<file path="src/rtl/imm_gen_stage.sv">
// Registered RISC-V immediate generator with a 2-entry valid/ready skid buffer and flush.
// Format comes either from imm_sel or from the instruction's opcode/funct3 (AUTO_DECODE=1).
module imm_gen_stage #(
    parameter int unsigned XLEN        = 32,
    parameter bit          AUTO_DECODE = 1'b0
) (
    input  logic            clk,
    input  logic            rst_n,
    input  logic            flush,
    input  logic            in_valid,
    output logic            in_ready,
    input  logic [31:0]     instr,
    input  logic [2:0]      imm_sel,
    output logic            out_valid,
    input  logic            out_ready,
    output logic [XLEN-1:0] imm,
    output logic            fmt_err
);

    typedef enum logic [2:0] {
        FmtI     = 3'b000,
        FmtS     = 3'b001,
        FmtB     = 3'b010,
        FmtJ     = 3'b011,
        FmtU     = 3'b100,
        FmtZ     = 3'b101,
        FmtShamt = 3'b110,
        FmtBad   = 3'b111
    } imm_fmt_e;

    localparam logic [6:0] OpLoad   = 7'b0000011;
    localparam logic [6:0] OpJalr   = 7'b1100111;
    localparam logic [6:0] OpImm    = 7'b0010011;
    localparam logic [6:0] OpImm32  = 7'b0011011;
    localparam logic [6:0] OpSystem = 7'b1110011;
    localparam logic [6:0] OpStore  = 7'b0100011;
    localparam logic [6:0] OpBranch = 7'b1100011;
    localparam logic [6:0] OpJal    = 7'b1101111;
    localparam logic [6:0] OpLui    = 7'b0110111;
    localparam logic [6:0] OpAuipc  = 7'b0010111;

    logic [6:0]      opcode;
    logic [2:0]      funct3;
    logic            is_shift;
    imm_fmt_e        fmt;
    logic            shamt5;
    logic            sgn;
    logic [XLEN-1:0] new_imm;
    logic            new_err;

    assign opcode   = instr[6:0];
    assign funct3   = instr[14:12];
    assign sgn      = instr[31];
    assign is_shift = (funct3 == 3'b001) || (funct3 == 3'b101);

    // Format selection; shamt5 narrows the shift amount for RV32 and for the RV64 *W shifts.
    always_comb begin
        fmt    = imm_fmt_e'(imm_sel);
        shamt5 = (XLEN == 32);
        if (AUTO_DECODE) begin
            case (opcode)
                OpLoad, OpJalr: fmt = FmtI;
                OpImm:          fmt = is_shift ? FmtShamt : FmtI;
                OpImm32: begin
                    if (XLEN == 64) begin
                        fmt    = is_shift ? FmtShamt : FmtI;
                        shamt5 = 1'b1;
                    end else begin
                        fmt = FmtBad;
                    end
                end
                OpSystem:       fmt = funct3[2] ? FmtZ : FmtI;
                OpStore:        fmt = FmtS;
                OpBranch:       fmt = FmtB;
                OpJal:          fmt = FmtJ;
                OpLui, OpAuipc: fmt = FmtU;
                default:        fmt = FmtBad;
            endcase
        end
    end

    always_comb begin
        new_imm = '0;
        new_err = 1'b0;
        unique case (fmt)
            FmtI:     new_imm = {{(XLEN-12){sgn}}, instr[31:20]};
            FmtS:     new_imm = {{(XLEN-12){sgn}}, instr[31:25], instr[11:7]};
            FmtB:     new_imm = {{(XLEN-13){sgn}}, instr[31], instr[7], instr[30:25],
                                 instr[11:8], 1'b0};
            FmtJ:     new_imm = {{(XLEN-21){sgn}}, instr[31], instr[19:12], instr[20],
                                 instr[30:21], 1'b0};
            FmtU:     new_imm = {{(XLEN-31){sgn}}, instr[30:12], 12'b0};
            FmtZ:     new_imm = {{(XLEN-5){1'b0}}, instr[19:15]};
            FmtShamt: new_imm = {{(XLEN-6){1'b0}},
                                 (shamt5 ? {1'b0, instr[24:20]} : instr[25:20])};
            FmtBad:   new_err = 1'b1;
        endcase
    end

    logic            out_valid_q, out_valid_d;
    logic [XLEN-1:0] out_imm_q, out_imm_d;
    logic            out_err_q, out_err_d;
    logic            skid_valid_q, skid_valid_d;
    logic [XLEN-1:0] skid_imm_q, skid_imm_d;
    logic            skid_err_q, skid_err_d;
    logic            accept;
    logic            load_out;

    assign accept   = in_valid & ~skid_valid_q;
    assign load_out = ~out_valid_q | out_ready;

    // The skid entry is only ever occupied while the output register is valid.
    always_comb begin
        out_valid_d  = out_valid_q;
        out_imm_d    = out_imm_q;
        out_err_d    = out_err_q;
        skid_valid_d = skid_valid_q;
        skid_imm_d   = skid_imm_q;
        skid_err_d   = skid_err_q;
        if (flush) begin
            out_valid_d  = 1'b0;
            skid_valid_d = 1'b0;
        end else if (load_out) begin
            if (skid_valid_q) begin
                out_valid_d  = 1'b1;
                out_imm_d    = skid_imm_q;
                out_err_d    = skid_err_q;
                skid_valid_d = 1'b0;
            end else begin
                out_valid_d = accept;
                if (accept) begin
                    out_imm_d = new_imm;
                    out_err_d = new_err;
                end
            end
        end else if (accept) begin
            skid_valid_d = 1'b1;
            skid_imm_d   = new_imm;
            skid_err_d   = new_err;
        end
    end

    always_ff @(posedge clk or negedge rst_n) begin
        if (!rst_n) begin
            out_valid_q  <= 1'b0;
            out_imm_q    <= '0;
            out_err_q    <= 1'b0;
            skid_valid_q <= 1'b0;
            skid_imm_q   <= '0;
            skid_err_q   <= 1'b0;
        end else begin
            out_valid_q  <= out_valid_d;
            out_imm_q    <= out_imm_d;
            out_err_q    <= out_err_d;
            skid_valid_q <= skid_valid_d;
            skid_imm_q   <= skid_imm_d;
            skid_err_q   <= skid_err_d;
        end
    end

    assign in_ready  = ~skid_valid_q;
    assign out_valid = out_valid_q;
    assign imm       = out_imm_q;
    assign fmt_err   = out_err_q;

endmodule

</file>
<file path="config.mk">
export PLATFORM = sky130hd
export DESIGN_NAME = imm_gen_stage
export DESIGN_NICKNAME = d
export VERILOG_FILES = /design/src/rtl/imm_gen_stage.sv
export SDC_FILE = /design/constraint.sdc
export NUM_CORES = 1
export LEC_CHECK = 0
export ABC_AREA = 1
export CAP_MARGIN = 20
export CORE_ASPECT_RATIO = 0.6
export CORE_MARGIN = 1.5
export CORE_UTILIZATION = 41
export CTS_BUF_LIST = sky130_fd_sc_hd__clkbuf_2
export CTS_CLUSTER_SIZE = 10
export DETAILED_ROUTE_END_ITERATION = 7
export PLACE_DENSITY = 0.67
export SYNTH_ARGS = -nofsm -noshare
export SYNTH_HDL_FRONTEND = slang
export SYNTH_SLANG_ARGS = --single-unit
</file>
<file path="constraint.sdc">
create_clock -name clk -period 1.9 [get_ports clk]
set_clock_uncertainty 0.05 [all_clocks]
set_input_delay 0.38 -clock clk [delete_from_list [all_inputs] [get_ports clk]]
set_output_delay 0.38 -clock clk [all_outputs]
set_load 0.05 [all_outputs]
</file>
Word-level counts from Yosys, hierarchy flattened
Cells that the tools add are included.

Bits in registers: 68. Logic and storage cells: 37.

Eq/ne operators: 7. Mux-type cells: 12. Bitwise logic cells: 6. Reduce and logical (&&, ||, !) cells: 6.

Operators by type and width (count): 32-bit one-hot mux with 7 select lines (1); 32-bit 2-to-1 mux (2); 3-bit equality test (second input constant) (4); 1-bit 2-to-1 mux (9); 3-bit by 2-bit equality test with 1-bit output (second input constant) (2); 3-bit AND reduction (2); 1-bit NOT (4); 2-bit nonzero test (2); 3-bit by 1-bit equality test with 1-bit output (second input constant) (1); 3-bit zero test (1); 3-bit nonzero test (1); 1-bit AND (1); 1-bit OR (1).

Longest topological paths before layout
Depth in word-level cells: 5. Mapped depth: 9. Gate-level depth less buffers: 9.

Least setup slack after synthesis
No wires, ideal clock.

Path kind: register to register. Start point: reg out_valid_q (netlist: out_valid). End point: reg out_imm_q[30] (netlist: imm[30]). Arrival time: 1426 ps. Data required time: 1774 ps. Setup slack: 347 ps. Stages on the path, launching flop included: 9. Buffers on the path: 2. Clock period less this slack: 1553 ps. Path through: dfrtp_1 -> inv_1 -> nor2_1 -> nand2_1 -> nand2_2 -> buf_4 -> buf_6 -> nand2_1 -> o21ai_1.

Word-level cells in the longest chain between the ends: 3.

RTL lines: start, declared (line 100) `logic out_valid_q, out_valid_d;`; start signal, assigned (line 152) `out_valid_q <= out_valid_d;`; 1-bit NOT (line 110) `assign load_out = ~out_valid_q | out_ready;`; 1-bit OR (line 110); 3-bit AND reduction (no line); end signal, assigned (line 153) `out_imm_q <= out_imm_d;`; end, declared (line 101) `logic [XLEN-1:0] out_imm_q, out_imm_d;`.

No other way between the ends. A chain may end at the register's enable or synchronous reset.

Final worst setup path
Start point: reg skid_valid_q. End point: out in_ready.

Word-level cells in the longest chain between the ends: 1.

RTL lines: start, declared (line 103) `logic skid_valid_q, skid_valid_d;`; start signal, assigned (line 155) `skid_valid_q <= skid_valid_d;`; 1-bit NOT (line 161) `assign in_ready = ~skid_valid_q;`; end, declared (line 11) `output logic in_ready,`.

No other way between the ends.

==> metrics.txt <==
# TYPE chip_impl_metric gauge
chip_impl_info{name="status",value="completed"} 1
chip_impl_info{name="cpMaxStageDelayCell",value="sky130_fd_sc_hd__dfrtp_1"} 1
chip_impl_metric{name="fillers",unit=""} 768
chip_impl_metric{name="synth.lib_cells_used.distinct",unit=""} 30
chip_impl_metric{name="nNetsFinal",unit=""} 552
chip_impl_metric{name="dr.first_iter.drc_count",unit=""} 244
chip_impl_metric{name="synth.yosys.warnings",unit=""} 0
chip_impl_info{name="grt_setup_unrepaired",value="no"} 1
chip_impl_metric{name="syn_inst",unit=""} 427
chip_impl_metric{name="insertion_delay",unit="ps"} 520
chip_impl_info{name="clock-root-buffer",value="sky130_fd_sc_hd__clkbuf_2"} 1
chip_impl_metric{name="diodes",unit=""} 0
chip_impl_metric{name="crit_fanout",unit=""} 14
chip_impl_metric{name="post-route-min-period",unit="ps"} 1800
chip_impl_metric{name="worst_pin_slew",unit="ps"} 371
chip_impl_metric{name="drive_gt1_share",unit="%"} 19.7
chip_impl_info{name="cp_cell_sequence",value="inv_4 -> buf_12"} 1
chip_impl_info{name="synth.most_common_cell",value="sky130_fd_sc_hd__nand2_1"} 1
chip_impl_info{name="worstHoldPathType",value="in -> async"} 1
chip_impl_info{name="category_of_the_critical_setup_timing_path",value="reg -> out"} 1
chip_impl_metric{name="dpl.hpwl",unit="um"} 6240
chip_impl_metric{name="finalMaxSlewViolations",unit=""} 0
chip_impl_metric{name="design.die.area",unit="sq um"} 8900
chip_impl_metric{name="post_synth_xor_area_fraction",unit="%"} 0
chip_impl_metric{name="fin_tns_setup",unit="ps"} 0
chip_impl_metric{name="placed_cells_incl_taps",unit=""} 608
chip_impl_metric{name="final_core_util",unit="%"} 55.1
chip_impl_info{name="regToRegEndpoint",value="imm[14]"} 1
chip_impl_metric{name="highest_achievable_clock_rate",unit="MHz"} 556
chip_impl_metric{name="syn-num-nets",unit=""} 467
chip_impl_metric{name="io_pins",unit=""} 75
chip_impl_metric{name="vias_per_cell",unit=""} 5.02
chip_impl_metric{name="coreArea",unit="sq um"} 7980
chip_impl_metric{name="place_congestion",unit=""} 0.816
chip_impl_metric{name="antenna_left",unit=""} 0
chip_impl_metric{name="seq_area_frac_synth",unit="%"} 49.9
chip_impl_metric{name="floorplan.die.width",unit="um"} 121
chip_impl_metric{name="powerDensity",unit="nW/um^2"} 923
chip_impl_metric{name="route.detailed.wl_per_inst",unit="um"} 13.7
chip_impl_metric{name="drv.max_cap_violation_count",unit=""} 0
chip_impl_info{name="worst_setup_sp_type",value="flop"} 1
chip_impl_metric{name="synth-edff-count",unit=""} 0
chip_impl_metric{name="timing.max_slew.rel_slack",unit="%"} 75.3
chip_impl_metric{name="critPathRequiredTime",unit="ps"} 1470
chip_impl_metric{name="grt_start_max_net_pins",unit=""} 69
chip_impl_info{name="yosys-top-cells-count",value="sky130_fd_sc_hd__nand2_1 (129), sky130_fd_sc_hd__dfrtp_1 (68), sky130_fd_sc_hd__o21ai_0 (56)"} 1
chip_impl_info{name="synth_area_leaders",value="sky130_fd_sc_hd__dfrtp_1 (50%), sky130_fd_sc_hd__nand2_1 (14%), sky130_fd_sc_hd__o21ai_0 (8.2%)"} 1
chip_impl_metric{name="synth_compound_area_share",unit="%"} 15.2
chip_impl_metric{name="muxShareOfSynthArea",unit="%"} 0
chip_impl_info{name="regToRegStartpoint",value="out_valid"} 1
chip_impl_metric{name="area.growth.synth_to_final",unit="%"} 28.8
chip_impl_metric{name="h-tree-depth",unit=""} 3
chip_impl_metric{name="ir_worst_vdd",unit="uV"} 461
chip_impl_info{name="critical_path.endpoint_type",value="primary output"} 1
chip_impl_metric{name="clock_tree.buffer_depth",unit=""} 2
chip_impl_metric{name="cts.repair_timing.setup_buffer_count",unit=""} 0
chip_impl_metric{name="die_h",unit="um"} 73.7
chip_impl_metric{name="portBuffers",unit=""} 67
chip_impl_metric{name="routed-via-count",unit=""} 3138
chip_impl_metric{name="clock_buffer_count_from_cts",unit=""} 9
chip_impl_metric{name="total_power",unit="mW"} 4.06
chip_impl_metric{name="number_of_rows_created_at_floorplan",unit=""} 25
chip_impl_info{name="synth_top_family_by_area",value="simple AND/OR/NAND/NOR gates"} 1
chip_impl_metric{name="cpPeakStageDelay",unit="ps"} 470
chip_impl_metric{name="yosys.area.top_type_share",unit="%"} 49.9
chip_impl_metric{name="final-setup-viol-count",unit=""} 0
chip_impl_metric{name="post_synth_fa_ha_maj_area_fraction",unit="%"} 0
chip_impl_metric{name="drc",unit=""} 0
chip_impl_metric{name="worst_case_reg_to_reg_path_depth",unit=""} 8
chip_impl_info{name="synth_top_flop_cell",value="sky130_fd_sc_hd__dfrtp_1"} 1
chip_impl_metric{name="dr.pass1.iters",unit=""} 5
chip_impl_metric{name="post_synth_instance_area",unit="sq um"} 3410
chip_impl_metric{name="numClockSinks",unit=""} 68
chip_impl_metric{name="synthSimpleGateAreaFrac",unit="%"} 26.2
chip_impl_metric{name="postSynthAreaPerCell",unit="sq um"} 7.99
chip_impl_info{name="synth_top_cell_by_area",value="sky130_fd_sc_hd__dfrtp_1"} 1
chip_impl_metric{name="postCtsResizedCells",unit=""} 0
chip_impl_metric{name="power.static_leakage",unit="nW"} 2.30
chip_impl_metric{name="gr-total-overflow",unit=""} 0
chip_impl_metric{name="crit_arrival",unit="ps"} 1370
chip_impl_metric{name="post-route-period-util",unit="%"} 94.6
chip_impl_metric{name="drt_wl_total",unit="um"} 8580
chip_impl_metric{name="grtUsageTotal",unit="%"} 21.2
chip_impl_info{name="tritoncts_clock_tree",value="done"} 1
chip_impl_metric{name="grt_pass1_wl",unit="um"} 14200
chip_impl_metric{name="starting_utilization_of_the_core_area",unit="%"} 42.8
chip_impl_metric{name="post_layout_nonfiller_instances",unit=""} 625
chip_impl_metric{name="grt_antenna_before_repair",unit=""} 0
chip_impl_metric{name="number_of_global_route_vias_before_repair",unit=""} 2806
chip_impl_metric{name="ys_ff_latch",unit=""} 68
chip_impl_metric{name="worst-r2r-setup-slack",unit="ps"} 390
chip_impl_metric{name="synth_async_sr_flop_share",unit="%"} 100
chip_impl_metric{name="clk_transition_reported_paths",unit="ps"} 190
chip_impl_metric{name="timing_hold_violations_final",unit=""} 0
-- worst max-delay path, delay by kind of cell (launching register included) --
kind / cells / cell delay, ps
flops: 1 / 470
buf+inv: 2 / 370
-- sequential cells by signal, indices dropped and copies added (netlist names) --
register,cells
out_valid,1
skid_err_q,1
skid_valid_q,1
skid_imm_q,32
imm,32
fmt_err,1
-- report_power, final --
part	internal, mW	switching (mW)	total (mW)
Clock	0.419	0.527	0.945
Combinational	0.425	0.818	1.24
Sequential	1.72	0.143	1.87
-- metal layers --
metal	wire length [um]	vias to the layer above	track usage (%)
met5	0	-	0
met4	87	0	5.88
met3	453	8	5.90
met2	3530	86	28.9
met1	4510	1496	32.5
li1	-	1548	-
-- placed cells by master, fill, tap and decap left out, drive strengths merged --
| master | n |
|---|---|
| a21oi | 20 |
| a31oi | 4 |
| buf | 65 |
| bufinv | 2 |
| clkbuf | 9 |
| clkdlybuf4s50 | 31 |
| clkinv | 6 |
| dfrtp | 68 |
| dlygate4sd3 | 1 |
| inv | 37 |
| nand2 | 139 |
| nand3 | 16 |
| nand4 | 7 |
| nor2 | 37 |
| o211ai | 1 |
| o21ai | 66 |
| o31ai | 6 |
| or2 | 2 |
-- cell families after synthesis --
family | after synthesis
flip-flops | 68
buffers and inverters | 61
AND/OR/NAND/NOR | 201
AO/OA/AOI/OAI | 97
-- worst max-delay path by stage --
stage	startpoint	endpoint	cells after the start
finish	skid_valid_q	in_ready	2
global route	skid_valid_q	in_ready	2
CTS	skid_valid_q	in_ready	2
detailed placement	imm_sel[2]	imm[25]	7
global placement	imm_sel[2]	imm[25]	7
floorplan	out_valid	imm[30]	8
-- stage by stage --
| step | worst slack (ps) | area (sq um) | hold slack (ps) |
|---|---|---|---|
| 5_1_grt | 2.28 | 4400 | 311 |
| 2_1_floorplan | 347 | 3410 | 34.4 |
| 3_5_place_dp | -99.4 | 4260 | 385 |
| 6_report | 102 | 4400 | 317 |
| 4_1_cts | 45.3 | 4400 | 288 |
| 3_3_place_gp | -81.8 | 4260 | 384 |
-- what timing repair did --
action	4_1_cts	5_1_grt
hold endpoints to repair	68	0
hold buffers	1	0
setup endpoints to repair	0	0
-- final cells by class --
| cell class | count | area (sq um) | share of cell area, % |
|---|---|---|---|
| clock inverter | 7 | 81.3 | 1.85 |
| tap | 108 | 135 | 3.07 |
| sequential | 68 | 1700 | 38.7 |
| multi-input combinational | 298 | 1410 | 32.2 |
| clock buffer | 9 | 45.0 | 1.02 |
| timing repair buffer | 97 | 868 | 19.8 |
| inverter | 38 | 150 | 3.42 |
No activity file was read; power rests on OpenSTA's default activity.
